## config.mk

```make
export PLATFORM = sky130hd
export DESIGN_NAME = ftdi_cmd_sequencer
export DESIGN_NICKNAME = d
export VERILOG_FILES = /design/src/rtl/ftdi_seq_pkg.sv /design/src/rtl/ftdi_seq_tx.sv /design/src/rtl/ftdi_cmd_sequencer.sv
export SDC_FILE = /design/constraint.sdc
export NUM_CORES = 1
export LEC_CHECK = 0
export ABC_AREA = 1
export BUFFER_PORTS_ARGS = -buffer_cell sky130_fd_sc_hd__buf_2
export CORE_MARGIN = 8
export CORE_UTILIZATION = 58
export DETAILED_ROUTE_END_ITERATION = 6
export GPL_TIMING_DRIVEN = 0
export HOLD_SLACK_MARGIN = 0.12
export PLACE_DENSITY = 0.79
export SLEW_MARGIN = 15
export SYNTH_ARGS = -nofsm -noshare
export SYNTH_HDL_FRONTEND = slang
export SYNTH_HIERARCHICAL = 1
export SYNTH_SLANG_ARGS = --single-unit
```

## constraint.sdc

```tcl
create_clock -name in_clk -period 2.76 [get_ports in_clk]
set_clock_uncertainty 0.05 [all_clocks]
set_input_delay 0.552 -clock in_clk [delete_from_list [all_inputs] [get_ports in_clk]]
set_output_delay 0.552 -clock in_clk [all_outputs]
set_load 0.005 [all_outputs]
```

## src/rtl/ftdi_seq_pkg.sv

```systemverilog
// Shared encodings for the FTDI command sequencer and its TX handshake engine.
package ftdi_seq_pkg;

    typedef enum logic [3:0] {
        StIdle,
        StGetLen,
        StGetData,
        StRegWr,
        StRegRd,
        StRdWait,
        StTxReq,
        StTxAckw,
        StTxDonew
    } seq_state_e;

    localparam logic [7:0]  ACK_BYTE_DEFAULT = 8'hA5;
    localparam int unsigned W_BIT            = 7;

endpackage

```

## src/rtl/ftdi_seq_tx.sv

```systemverilog
// Single-byte TX handshake toward the FTDI controller; holds the byte until the
// controller's write strobe falls, then pulses out_done.
module ftdi_seq_tx
    import ftdi_seq_pkg::*;
(
    input  logic       in_clk,
    input  logic       in_rst,
    input  logic       in_start,
    input  logic [7:0] in_data,
    input  logic       in_tx_hsk_ack,
    input  logic       in_ftdi_wr,
    output logic [7:0] out_tx_data,
    output logic       out_tx_hsk_req,
    output logic       out_done
);

    seq_state_e phase;
    logic       ftdi_wr_q;

    always_ff @(posedge in_clk or posedge in_rst) begin
        if (in_rst) begin
            phase          <= StIdle;
            out_tx_data    <= 8'h00;
            out_tx_hsk_req <= 1'b0;
            out_done       <= 1'b0;
            ftdi_wr_q      <= 1'b0;
        end else begin
            ftdi_wr_q <= in_ftdi_wr;
            out_done  <= 1'b0;
            case (phase)
                StTxReq: begin
                    if (in_tx_hsk_ack) begin
                        out_tx_hsk_req <= 1'b0;
                        phase          <= StTxAckw;
                    end
                end
                StTxAckw: begin
                    if (!in_tx_hsk_ack) begin
                        phase <= StTxDonew;
                    end
                end
                StTxDonew: begin
                    // out_tx_data must not move until the controller has consumed it
                    if (ftdi_wr_q && !in_ftdi_wr) begin
                        out_done <= 1'b1;
                        phase    <= StIdle;
                    end
                end
                default: begin
                    if (in_start) begin
                        out_tx_data    <= in_data;
                        out_tx_hsk_req <= 1'b1;
                        phase          <= StTxReq;
                    end else begin
                        phase <= StIdle;
                    end
                end
            endcase
        end
    end

endmodule

```

## src/rtl/ftdi_cmd_sequencer.sv

```systemverilog
// Packet-driven register access over the FTDI byte handshake: {W,addr} + count headers,
// then N register writes (acked once) or N register reads streamed back. RD_LAT >= 1.
module ftdi_cmd_sequencer
    import ftdi_seq_pkg::*;
#(
    parameter int unsigned TIMEOUT_CYCLES = 50000,
    parameter int unsigned RD_LAT         = 2,
    parameter logic [7:0]  ACK_BYTE       = ACK_BYTE_DEFAULT
) (
    input  logic       in_clk,
    input  logic       in_rst,
    output logic       out_rx_en,
    input  logic [7:0] in_rx_data,
    input  logic       in_rx_hsk_req,
    output logic       out_rx_hsk_ack,
    output logic [7:0] out_tx_data,
    output logic       out_tx_hsk_req,
    input  logic       in_tx_hsk_ack,
    input  logic       in_ftdi_wr,
    output logic [6:0] out_reg_addr,
    output logic [7:0] out_reg_wdata,
    output logic       out_reg_wr,
    output logic       out_reg_rd,
    input  logic [7:0] in_reg_rdata,
    output logic [7:0] out_err_cnt
);

    localparam int unsigned TMO_W = $clog2(TIMEOUT_CYCLES + 1);
    localparam int unsigned LAT_W = $clog2(RD_LAT + 1);

    seq_state_e       state;
    logic [7:0]       rx_byte;
    logic             is_wr;
    logic [8:0]       rem_cnt;
    logic [TMO_W-1:0] tmo_cnt;
    logic [LAT_W-1:0] lat_cnt;
    logic             tx_start;
    logic [7:0]       tx_byte;
    logic             tx_done;
    logic             rx_phase;

    assign rx_phase  = (state == StIdle) || (state == StGetLen) || (state == StGetData);
    assign out_rx_en = rx_phase;

    always_ff @(posedge in_clk or posedge in_rst) begin
        if (in_rst) begin
            state          <= StIdle;
            rx_byte        <= 8'h00;
            is_wr          <= 1'b0;
            rem_cnt        <= 9'd0;
            tmo_cnt        <= '0;
            lat_cnt        <= '0;
            tx_start       <= 1'b0;
            tx_byte        <= 8'h00;
            out_rx_hsk_ack <= 1'b0;
            out_reg_addr   <= 7'h00;
            out_reg_wdata  <= 8'h00;
            out_reg_wr     <= 1'b0;
            out_reg_rd     <= 1'b0;
            out_err_cnt    <= 8'h00;
        end else begin
            out_reg_wr <= 1'b0;
            out_reg_rd <= 1'b0;
            tx_start   <= 1'b0;
            if (rx_phase) begin
                if (in_rx_hsk_req && !out_rx_hsk_ack) begin
                    rx_byte        <= in_rx_data;
                    out_rx_hsk_ack <= 1'b1;
                    tmo_cnt        <= '0;
                end else if (!in_rx_hsk_req && out_rx_hsk_ack) begin
                    // byte is only acted on once the four-phase handshake has closed
                    out_rx_hsk_ack <= 1'b0;
                    tmo_cnt        <= '0;
                    case (state)
                        StGetLen: begin
                            rem_cnt <= (rx_byte == 8'h00) ? 9'd256 : {1'b0, rx_byte};
                            if (is_wr) begin
                                state <= StGetData;
                            end else begin
                                out_reg_rd <= 1'b1;
                                state      <= StRegRd;
                            end
                        end
                        StGetData: begin
                            out_reg_wdata <= rx_byte;
                            out_reg_wr    <= 1'b1;
                            state         <= StRegWr;
                        end
                        default: begin
                            out_reg_addr <= rx_byte[6:0];
                            is_wr        <= rx_byte[W_BIT];
                            state        <= StGetLen;
                        end
                    endcase
                end else if (state != StIdle) begin
                    if (tmo_cnt == TMO_W'(TIMEOUT_CYCLES - 1)) begin
                        state          <= StIdle;
                        out_rx_hsk_ack <= 1'b0;
                        tmo_cnt        <= '0;
                        if (out_err_cnt != 8'hFF) begin
                            out_err_cnt <= out_err_cnt + 8'd1;
                        end
                    end else begin
                        tmo_cnt <= tmo_cnt + 1'b1;
                    end
                end
            end else begin
                tmo_cnt <= '0;
                case (state)
                    StRegWr: begin
                        out_reg_addr <= out_reg_addr + 7'd1;
                        rem_cnt      <= rem_cnt - 9'd1;
                        if (rem_cnt == 9'd1) begin
                            tx_byte  <= ACK_BYTE;
                            tx_start <= 1'b1;
                            state    <= StTxReq;
                        end else begin
                            state <= StGetData;
                        end
                    end
                    StRegRd: begin
                        out_reg_addr <= out_reg_addr + 7'd1;
                        lat_cnt      <= LAT_W'(1);
                        state        <= StRdWait;
                    end
                    StRdWait: begin
                        if (lat_cnt == LAT_W'(RD_LAT)) begin
                            tx_byte  <= in_reg_rdata;
                            tx_start <= 1'b1;
                            rem_cnt  <= rem_cnt - 9'd1;
                            state    <= StTxReq;
                        end else begin
                            lat_cnt <= lat_cnt + 1'b1;
                        end
                    end
                    StTxReq: begin
                        if (tx_done) begin
                            if (is_wr || (rem_cnt == 9'd0)) begin
                                state <= StIdle;
                            end else begin
                                out_reg_rd <= 1'b1;
                                state      <= StRegRd;
                            end
                        end
                    end
                    default: begin
                        state <= StIdle;
                    end
                endcase
            end
        end
    end

    ftdi_seq_tx u_tx (
        .in_clk         (in_clk),
        .in_rst         (in_rst),
        .in_start       (tx_start),
        .in_data        (tx_byte),
        .in_tx_hsk_ack  (in_tx_hsk_ack),
        .in_ftdi_wr     (in_ftdi_wr),
        .out_tx_data    (out_tx_data),
        .out_tx_hsk_req (out_tx_hsk_req),
        .out_done       (tx_done)
    );

endmodule

```

# Word level (Yosys, flattened, before mapping)
# Cells that the tools add are included.
[word_totals]
elab_cells = 159
out_inout_bits = 36
register_bits = 90
inputBits = 21
[op_classes]
addsub = 5
n_reduce_logical = 37
eq_ne = 28
bitwise_logic = 6
mux = 64
[ops]
columns = ["op", "n"]
rows = [
  ["two-way mux 16 bit", 5],
  ["two-way mux 9 bit", 6],
  ["two-way mux 4 bit", 10],
  ["two-way mux 7 bit", 5],
  ["two-way mux 1 bit", 23],
  ["== test 4 x 3 -> 1 bit (second input constant)", 5],
  ["one-hot mux 9 bit (2 select lines)", 1],
  ["adder 16 x 1 -> 16 bit (second input constant)", 1],
  ["== test 16 bit (second input constant)", 1],
  ["two-way mux 8 bit", 2],
  ["one-hot mux 4 bit (4 select lines)", 1],
  ["one-hot mux 8 bit (2 select lines)", 1],
  ["AND reduction 4 bit", 4],
  ["inequality test 2 bit (second input constant)", 7],
  ["two-way mux 3 bit", 4],
  ["one-hot mux 4 bit (3 select lines)", 1],
  ["AND reduction 3 bit", 4],
  ["AND reduction 5 bit", 2],
  ["== test 9 x 1 -> 1 bit (second input constant)", 1],
  ["logical NOT 9 bit", 1],
  ["nonzero test 3 bit", 3],
  ["subtractor 9 x 1 -> 9 bit (second input constant)", 1],
  ["adder 8 x 1 -> 8 bit (second input constant)", 1],
  ["== test 4 x 2 -> 1 bit (second input constant)", 2],
  ["27 further kinds", 48],
]

# Logic depth before layout (Yosys ltp)
# Gate-level depths: netlist (run 1).
[logic_depth]
word_depth = 6
ltp_mapped = 11
ltp_nobuf = 10

# By module
# Netlist (run 1), hierarchy kept.
[modules_own_cells]
columns = ["mod", "instances", "cells_per_inst", "area_each_um2"]
rows = [
  ["ftdi_cmd_sequencer", 1, 558, 4083.9],
  ["ftdi_seq_tx", 1, 67, 636.9],
]

# Least setup slack after synthesis (run 1)
# No wires, ideal clock.
[synth_timing]
path_type = "input -> register"
from = "input port in_rx_hsk_req"
to = "register tmo_cnt[8]"
t_required_ns = 2.597
setup_slack_ns = 0.900
arrival_ns = 1.698
n_path_buf = 1
stages = 10
setup_time_ns = 0.113
path_cell_list = "inv_1 ha_1 inv_1 nand3_2 nor2_4 nand2_2 buf_2 a21o_1 nand2_1 inv_1"
[synth_via]
elab_chain_len = 5
elab_cells_between_ends = 7
classes_between = "eq/ne: 1; mux: 3; reduce/logical: 3"
[synth_lines]
columns = ["item", "line", "text"]
rows = [
  ["from (decl)", "ftdi_cmd_sequencer.sv:14", "input logic in_rx_hsk_req,"],
  ["logical NOT 1 bit", "ftdi_cmd_sequencer.sv:70", "end else if (!in_rx_hsk_req && out_rx_hsk_ack) begin"],
  ["logical AND 1 bit", "ftdi_cmd_sequencer.sv:70", ""],
  ["two-way mux 16 bit", "ftdi_cmd_sequencer.sv:70", ""],
  ["two-way mux 16 bit", "ftdi_cmd_sequencer.sv:66", "if (in_rx_hsk_req && !out_rx_hsk_ack) begin"],
  ["two-way mux 16 bit", "ftdi_cmd_sequencer.sv:65", "if (rx_phase) begin"],
  ["to (signal assigned)", "ftdi_cmd_sequencer.sv:104", "tmo_cnt <= tmo_cnt + 1'b1;"],
  ["to (decl)", "ftdi_cmd_sequencer.sv:35", "logic [TMO_W-1:0] tmo_cnt;"],
]
# Several ways; a longest one is shown, not always the timed one.
# A chain may end at the register's enable or synchronous reset.

# Final worst setup path (run 1)
[layout_timing]
from = "register state[1]"
to = "output port out_rx_en"
[layout_via]
elab_chain_len = 3
elab_cells_between_ends = 5
classes_between = "eq/ne: 2; reduce/logical: 3"
[layout_lines]
columns = ["item", "line", "text"]
rows = [
  ["from (decl)", "ftdi_cmd_sequencer.sv:31", "seq_state_e state;"],
  ["from (signal assigned)", "ftdi_cmd_sequencer.sv:47", "state <= StIdle;"],
  ["from (signal assigned)", "ftdi_cmd_sequencer.sv:78", "state <= StGetData;"],
  ["from (signal assigned)", "ftdi_cmd_sequencer.sv:81", "state <= StRegRd;"],
  ["== test 4 x 1 -> 1 bit or logical NOT 4 bit (tied branches)", "ftdi_cmd_sequencer.sv:42", "assign rx_phase = (state == StIdle) || (state == StGetLen) || (state == StGetData);"],
  ["logical OR 1 bit", "ftdi_cmd_sequencer.sv:42", ""],
  ["logical OR 1 bit *", "ftdi_cmd_sequencer.sv:42", ""],
  ["to (decl)", "ftdi_cmd_sequencer.sv:12", "output logic out_rx_en,"],
]
# Every way passes the cells marked *; elsewhere a longest branch is shown, timed or not.

==> results.py, run 1 <==
metrics = {
    "run_status": {
        "run_status": "finished, final reports clean",
    },
    "place": {
        "hpwl_mm": 7.97,
        "port-buffer-count": 56,
        "post-place-ws_ns": 0.566,
        "dp_cells": 787,
        "gp_congestion": 0.944,
    },
    "detailed_routing": {
        "wl_per_cell_um": 13.3,
        "vias": 4260,
        "vias_per_cell": 5.30,
        "route.detailed.drc": 0,
        "firstDrtPassIters": 5,
        "drt_wl_total_mm": 10.7,
        "drtIter0Drc": 193,
        "final_antenna_net_count": 0,
    },
    "clock_tree": {
        "ctsResizeCount": 0,
        "ctsRootBufferMaster": "clkbuf_8",
        "cts_tree": "built",
        "h-tree-depth": 3,
        "cts.sinks": 88,
        "worst_skew_pair.late_latency_ns": 0.36,
        "numCtsBuffers": 9,
        "post_cts_buffers": 0,
        "cts_buffer_depth": 2,
        "cts.reportedPaths.clkPinSlew_ns": 0.09,
    },
    "setup_path": {
        "critical_path_class": "reg -> out",
        "rr_endpoint": "out_err_cnt[6]",
        "crit_path_max_fanout": 10,
        "cp-startpoint": "state[1]",
        "timing.rr.start": "tmo_cnt[1]",
        "end_kind": "primary output",
        "rr_worst_depth": 8,
        "r2r_slack_ns": 0.76,
        "crit_path_end": "out_rx_en",
        "crit_path_start_kind": "flip-flop",
        "crit_required_ns": 2.16,
        "cp.arrival_ns": 1.82,
    },
    "synthesis": {
        "synth_top_area_frac": 0.466,
        "syn_area_sq_um": 4720,
        "ys_seq_elements": 88,
        "syn_avg_cell_area_sq_um": 7.55,
        "synth_edf_count": 0,
        "syn-num-nets": 655,
        "synthTopCellsByArea": "dfrtp_1 (47%), nand2_1 (14%), inv_1 (6.4%)",
        "yosysMostFrequentCell": "nand2_1",
        "synth_cell_types": 36,
        "syn_inst": 625,
        "yosysSeqAreaShare": 0.466,
        "ys.flop_type": "dfrtp_1",
        "synthTopCellsByCount": "nand2_1 (176), dfrtp_1 (88), inv_1 (81)",
        "yosysTopAreaCell": "dfrtp_1",
        "ys_async_sr_fraction": 1.00,
        "yosys_warnings": 6,
    },
    "final_layout": {
        "layout.nets": 724,
        "drive_gt1_frac": 0.157,
        "diodes": 0,
        "final_core_util": 0.671,
        "area_growth_pct": 14.4,
        "stdcell_count": 804,
    },
    "sta": {
        "layout_setup_ws_ns": 0.334,
        "hold_slack_ns": 0.264,
        "setup_violations": 0,
        "hold_viol_final": 0,
        "post-route-period-util": 0.879,
        "grt_setup_unrepaired": "no",
        "tightest_slew_ns": 0.714,
        "slew_viol_final": 0,
        "finalCriticalPeriod_ns": 2.43,
        "max_freq_mhz": 412,
        "relSlewSlack": 0.520,
    },
    "grt": {
        "grt_pass1_wl_mm": 18.1,
        "grt_overflow": 0,
        "grt_pass1_vias": 4104,
        "antenna_found_initial": 0,
        "grt_usage": 0.191,
        "grt_start_max_net_pins": 50,
    },
    "die": {
        "dieHeight_um": 106,
        "initial_core_util": 0.586,
        "die-area_sq_um": 11300,
        "core_area_sq_um": 8050,
        "io_pins": 57,
        "num_rows": 33,
        "die_w_um": 106,
    },
    "power": {
        "peakVddDrop_v": 0.000549,
        "power.leakage_nw": 2.89,
        "power_mw": 4.36,
        "power.density_nw_per_um2": 808,
    },
    "min_path": {
        "hold_class": "in -> reg",
    },
    "job": {
        "maxCapViolCount": 0,
    },
}
==> final cells by class <==
type / instances / area (sq um)
Inverter: 87 / 329
Multi-Input combinational cell: 441 / 2140
Fill cell: 694 / 2650
Clock inverter: 6 / 91.3
Sequential cell: 88 / 2200
Tap cell: 105 / 131
Buffer: 9 / 51.3
Clock buffer: 10 / 138
Timing Repair Buffer: 58 / 318
==> sequential cells by signal, indices dropped and copies added, names as in the netlist, 2 cells and up <==
signal,flops
tx_byte,8
lat_cnt,2
out_reg_addr,7
state,3
rx_byte,8
u_tx/phase,3
u_tx/out_tx_data,8
tmo_cnt,16
rem_cnt,9
out_err_cnt,8
out_reg_wdata,8
==> worst max-delay path, stage by stage, from the launching register on <==
cell	delay, ns
dfrtp_1	0.48
nand2_2	0.17
nand2_4	0.12
inv_2	0.14
clkbuf_1	0.36
buf_2	0.19
==> routing by layer <==
metal / up-vias / share of wire / track usage
li1: 2134 / - / -
met1: 2004 / 0.46 / 0.247
met2: 108 / 0.47 / 0.314
met3: 14 / 0.053 / 0.0387
met4: 0 / 0.015 / 0.0643
met5: - / 0 / 0
==> stage by stage <==
| step | setup TNS, ns | area [sq um] |
|---|---|---|
| 4_1_cts | 0 | 5400 |
| 3_3_place_gp | -48.10 | 5130 |
| 6_report | 0 | 5400 |
| 3_5_place_dp | 0 | 5160 |
| 2_1_floorplan | 0 | 4720 |
| 5_1_grt | 0 | 5400 |
==> logic make-up (layout without fill, tap and decap cells) <==
group,count (synthesis),after routing,share of synthesized area
AND/OR/NAND/NOR,352,352,0.325
buffers and inverters,96,170,0.0800
flip-flops,88,88,0.466
AO/OA/AOI/OAI,71,71,0.0880
adder cells (fa/ha/maj),9,9,0.0239
XOR/XNOR,9,9,0.0167
==> cell usage in the layout (no fill, tap or decap), types with 3 or more instances in the layout <==
cell / n
nand2_1: 176
clkbuf_1: 4
clkinvlp_4: 3
a21oi_1: 17
clkbuf_8: 10
xnor2_1: 3
ha_1: 9
o21ai_2: 8
inv_1: 80
nand4_1: 14
buf_2: 58
xor2_1: 6
nand3_1: 57
inv_2: 6
nor2_1: 73
nor3_1: 11
dfrtp_1: 88
nor2_2: 4
nand3b_1: 4
o21ai_0: 27
o21ai_1: 12
nand2_2: 4
==> timing repair <==
action / in CTS / in global routing
hold buffers: 1 / 0
endpoints found under the setup margin: 0 / 0
endpoints found under the hold margin: 1 / 0
==> how the worst min path moves through the flow <==
stage | cells past startpoint | from | end
global placement | 2 | u_tx/out_tx_hsk_req | u_tx/out_tx_hsk_req
floorplan | 1 | in_rst | u_tx/ftdi_wr_q
detailed placement | 2 | u_tx/out_tx_hsk_req | u_tx/out_tx_hsk_req
finish | 1 | in_ftdi_wr | u_tx/ftdi_wr_q
global route | 1 | in_ftdi_wr | u_tx/ftdi_wr_q
CTS | 1 | in_ftdi_wr | u_tx/ftdi_wr_q
==> where the power goes <==
part	internal [mW]	switching [mW]	total [mW]
registers	1.61	0.268	1.88
clock network	0.537	0.477	1.01
logic	0.518	0.955	1.47
No activity file was read; power rests on OpenSTA's default activity.
==> run 2, diff against run 1 <==
==> constraint.sdc (replaced) <==
create_clock -name in_clk -period 2.4 [get_ports in_clk]
set_clock_uncertainty 0.05 [all_clocks]
set_input_delay 0.48 -clock in_clk [delete_from_list [all_inputs] [get_ports in_clk]]
set_output_delay 0.48 -clock in_clk [all_outputs]
set_load 0.005 [all_outputs]
==> run 2 against run 1 <==
  * Hold slack got worse by 0.081 ns
  * Worst setup slack improved by 0.0062 ns
  * Clock power increased by 13%
  * Critical path depth decreased by 1
  * Die area unchanged
  * Clock-buffer cell count unchanged
==> results.py, run 2 (synthesized netlist as in run 1, its figures left out) <==
metrics = {
    "run_status": {
        "run_status": "finished, final reports clean",
    },
    "final_layout": {
        "regMostFlops": "tmo_cnt",
        "most-common-layout-cells": "nand2_1 (176), dfrtp_1 (88), inv_1 (80), nor2_1 (73), buf_2 (58)",
        "drive_gt1_frac": 0.157,
        "layout.nets": 724,
        "layout_commonest_cell": "nand2_1",
        "largest_reg_flops": 16,
        "area_growth_pct": 14.4,
        "final_core_util": 0.671,
        "n_fill_cell": 703,
        "largestRegisters": "tmo_cnt (16), rem_cnt (9)",
        "diodes": 0,
        "fin_area_sq_um": 5400,
    },
    "die": {
        "num_rows": 33,
        "core_area_sq_um": 8050,
        "die_w_um": 106,
        "io_pins": 57,
        "die-area_sq_um": 11300,
        "initial_core_util": 0.586,
        "dieHeight_um": 106,
    },
    "sta": {
        "setup_violations": 0,
        "post-route-period-util": 0.858,
        "relSlewSlack": 0.537,
        "grt_setup_unrepaired": "no",
        "hold_viol_final": 0,
        "tightest_slew_ns": 0.689,
        "max_freq_mhz": 486,
        "slew_viol_final": 0,
        "finalCriticalPeriod_ns": 2.06,
        "timing.setup.tns_ns": 0,
    },
    "detailed_routing": {
        "vias_per_cell": 5.36,
        "final_antenna_net_count": 0,
        "route.detailed.drc": 0,
        "drtIter0Drc": 201,
        "firstDrtPassIters": 5,
        "vias": 4313,
        "wl_per_cell_um": 13.7,
        "drt_wl_total_mm": 11.0,
    },
    "place": {
        "gp_congestion": 0.925,
        "dpl_cell_area_sq_um": 5180,
        "hpwl_mm": 8.29,
        "port-buffer-count": 56,
    },
    "power": {
        "peakVddDrop_v": 0.000506,
        "power.density_nw_per_um2": 929,
        "power.leakage_nw": 2.88,
    },
    "grt": {
        "grt_pass1_vias": 4104,
        "grt_overflow": 0,
        "grt_pass1_wl_mm": 18.6,
        "grt_usage": 0.198,
        "antenna_found_initial": 0,
        "grt_start_max_net_pins": 35,
    },
    "clock_tree": {
        "ctsResizeCount": 0,
        "worst_skew_pair.late_latency_ns": 0.36,
        "ctsRootBufferMaster": "clkbuf_8",
        "cts.reportedPaths.clkPinSlew_ns": 0.09,
        "h-tree-depth": 3,
        "cts_tree": "built",
        "cts_buffer_depth": 2,
        "numCtsBuffers": 9,
        "cts.sinks": 88,
        "post_cts_buffers": 0,
    },
    "job": {
        "maxCapViolCount": 0,
    },
    "setup_path": {
        "end_kind": "primary output",
        "cp.arrival_ns": 1.53,
        "crit_path_max_fanout": 16,
        "crit_path_start_kind": "flip-flop",
        "crit_required_ns": 1.87,
        "critical_path_class": "reg -> out",
    },
    "min_path": {
        "hold_class": "in -> reg",
    },
}
run 2: cell types whose count changed in the layout (fill, tap and decap cells not counted), sizes merged:
cell and delta:
clkbuf -1, buf +1, inv -1, clkinv +1
run 2: layer usage:
| layer | track usage | routed length [um] |
|---|---|---|
| met1 | 0.254 | 4870 |
| met2 | 0.326 | 5380 |
| met3 | 0.0405 | 650 |
| met4 | 0.0673 | 142 |
| met5 | 0 | 0 |
run 2: area by class of cell:
type	count	area (sq um)	area share
flip-flops and latches	88	2200	0.408
multi-input cells	441	2140	0.396
repair buffers	59	330	0.0611
inverters	87	330	0.0611
well taps	105	131	0.0243
clock buffers	10	128	0.0236
clock inverters	6	92.6	0.0171
plain buffers	8	47.5	0.00880
run 2: metrics by stage:
step	hold slack, ns	setup slack, ns	std cells	power (mW)
CTS	0.172	0.0510	805	5.04
floorplan	0.319	0.612	625	3.31
global placement	0.401	0.297	786	3.79
finish	0.183	0.340	804	5.02
global route	0.179	0.127	804	5.39
detailed placement	0.414	0.265	788	3.88
run 2: what timing repair did:
action	CTS	global route
hold buffers	1	0
setup endpoints to repair	0	1
hold endpoints to repair	12	0
run 2: worst max-delay path: stages (launching register included):
cell and delay (ns):
dfrtp_1 0.48, nand2_2 0.17, nand2_4 0.12, inv_2 0.24, buf_2 0.17
run 2: final timing paths:
check / slack [ns] / endpoint / depth (start not counted) / start
setup reg to reg: 0.37 / out_err_cnt[6] / 8 / tmo_cnt[0]
hold / removal: 0.18 / u_tx/ftdi_wr_q / 1 / in_ftdi_wr
hold reg to reg: 0.43 / u_tx/out_tx_data[1] / 2 / u_tx/out_tx_data[1]
min in group asynchronous: 0.60 / rem_cnt[0] / 3 / in_rst
max in group asynchronous: 1.21 / out_reg_wdata[5] / 4 / in_rst
setup / recovery: 0.34 / out_rx_en / 4 / state[1]
run 2: where the power goes:
part	internal, mW	switching, mW	total (mW)
Clock	0.592	0.547	1.14
Sequential	1.85	0.298	2.15
Combinational	0.599	1.14	1.73
Total	3.04	1.98	5.02
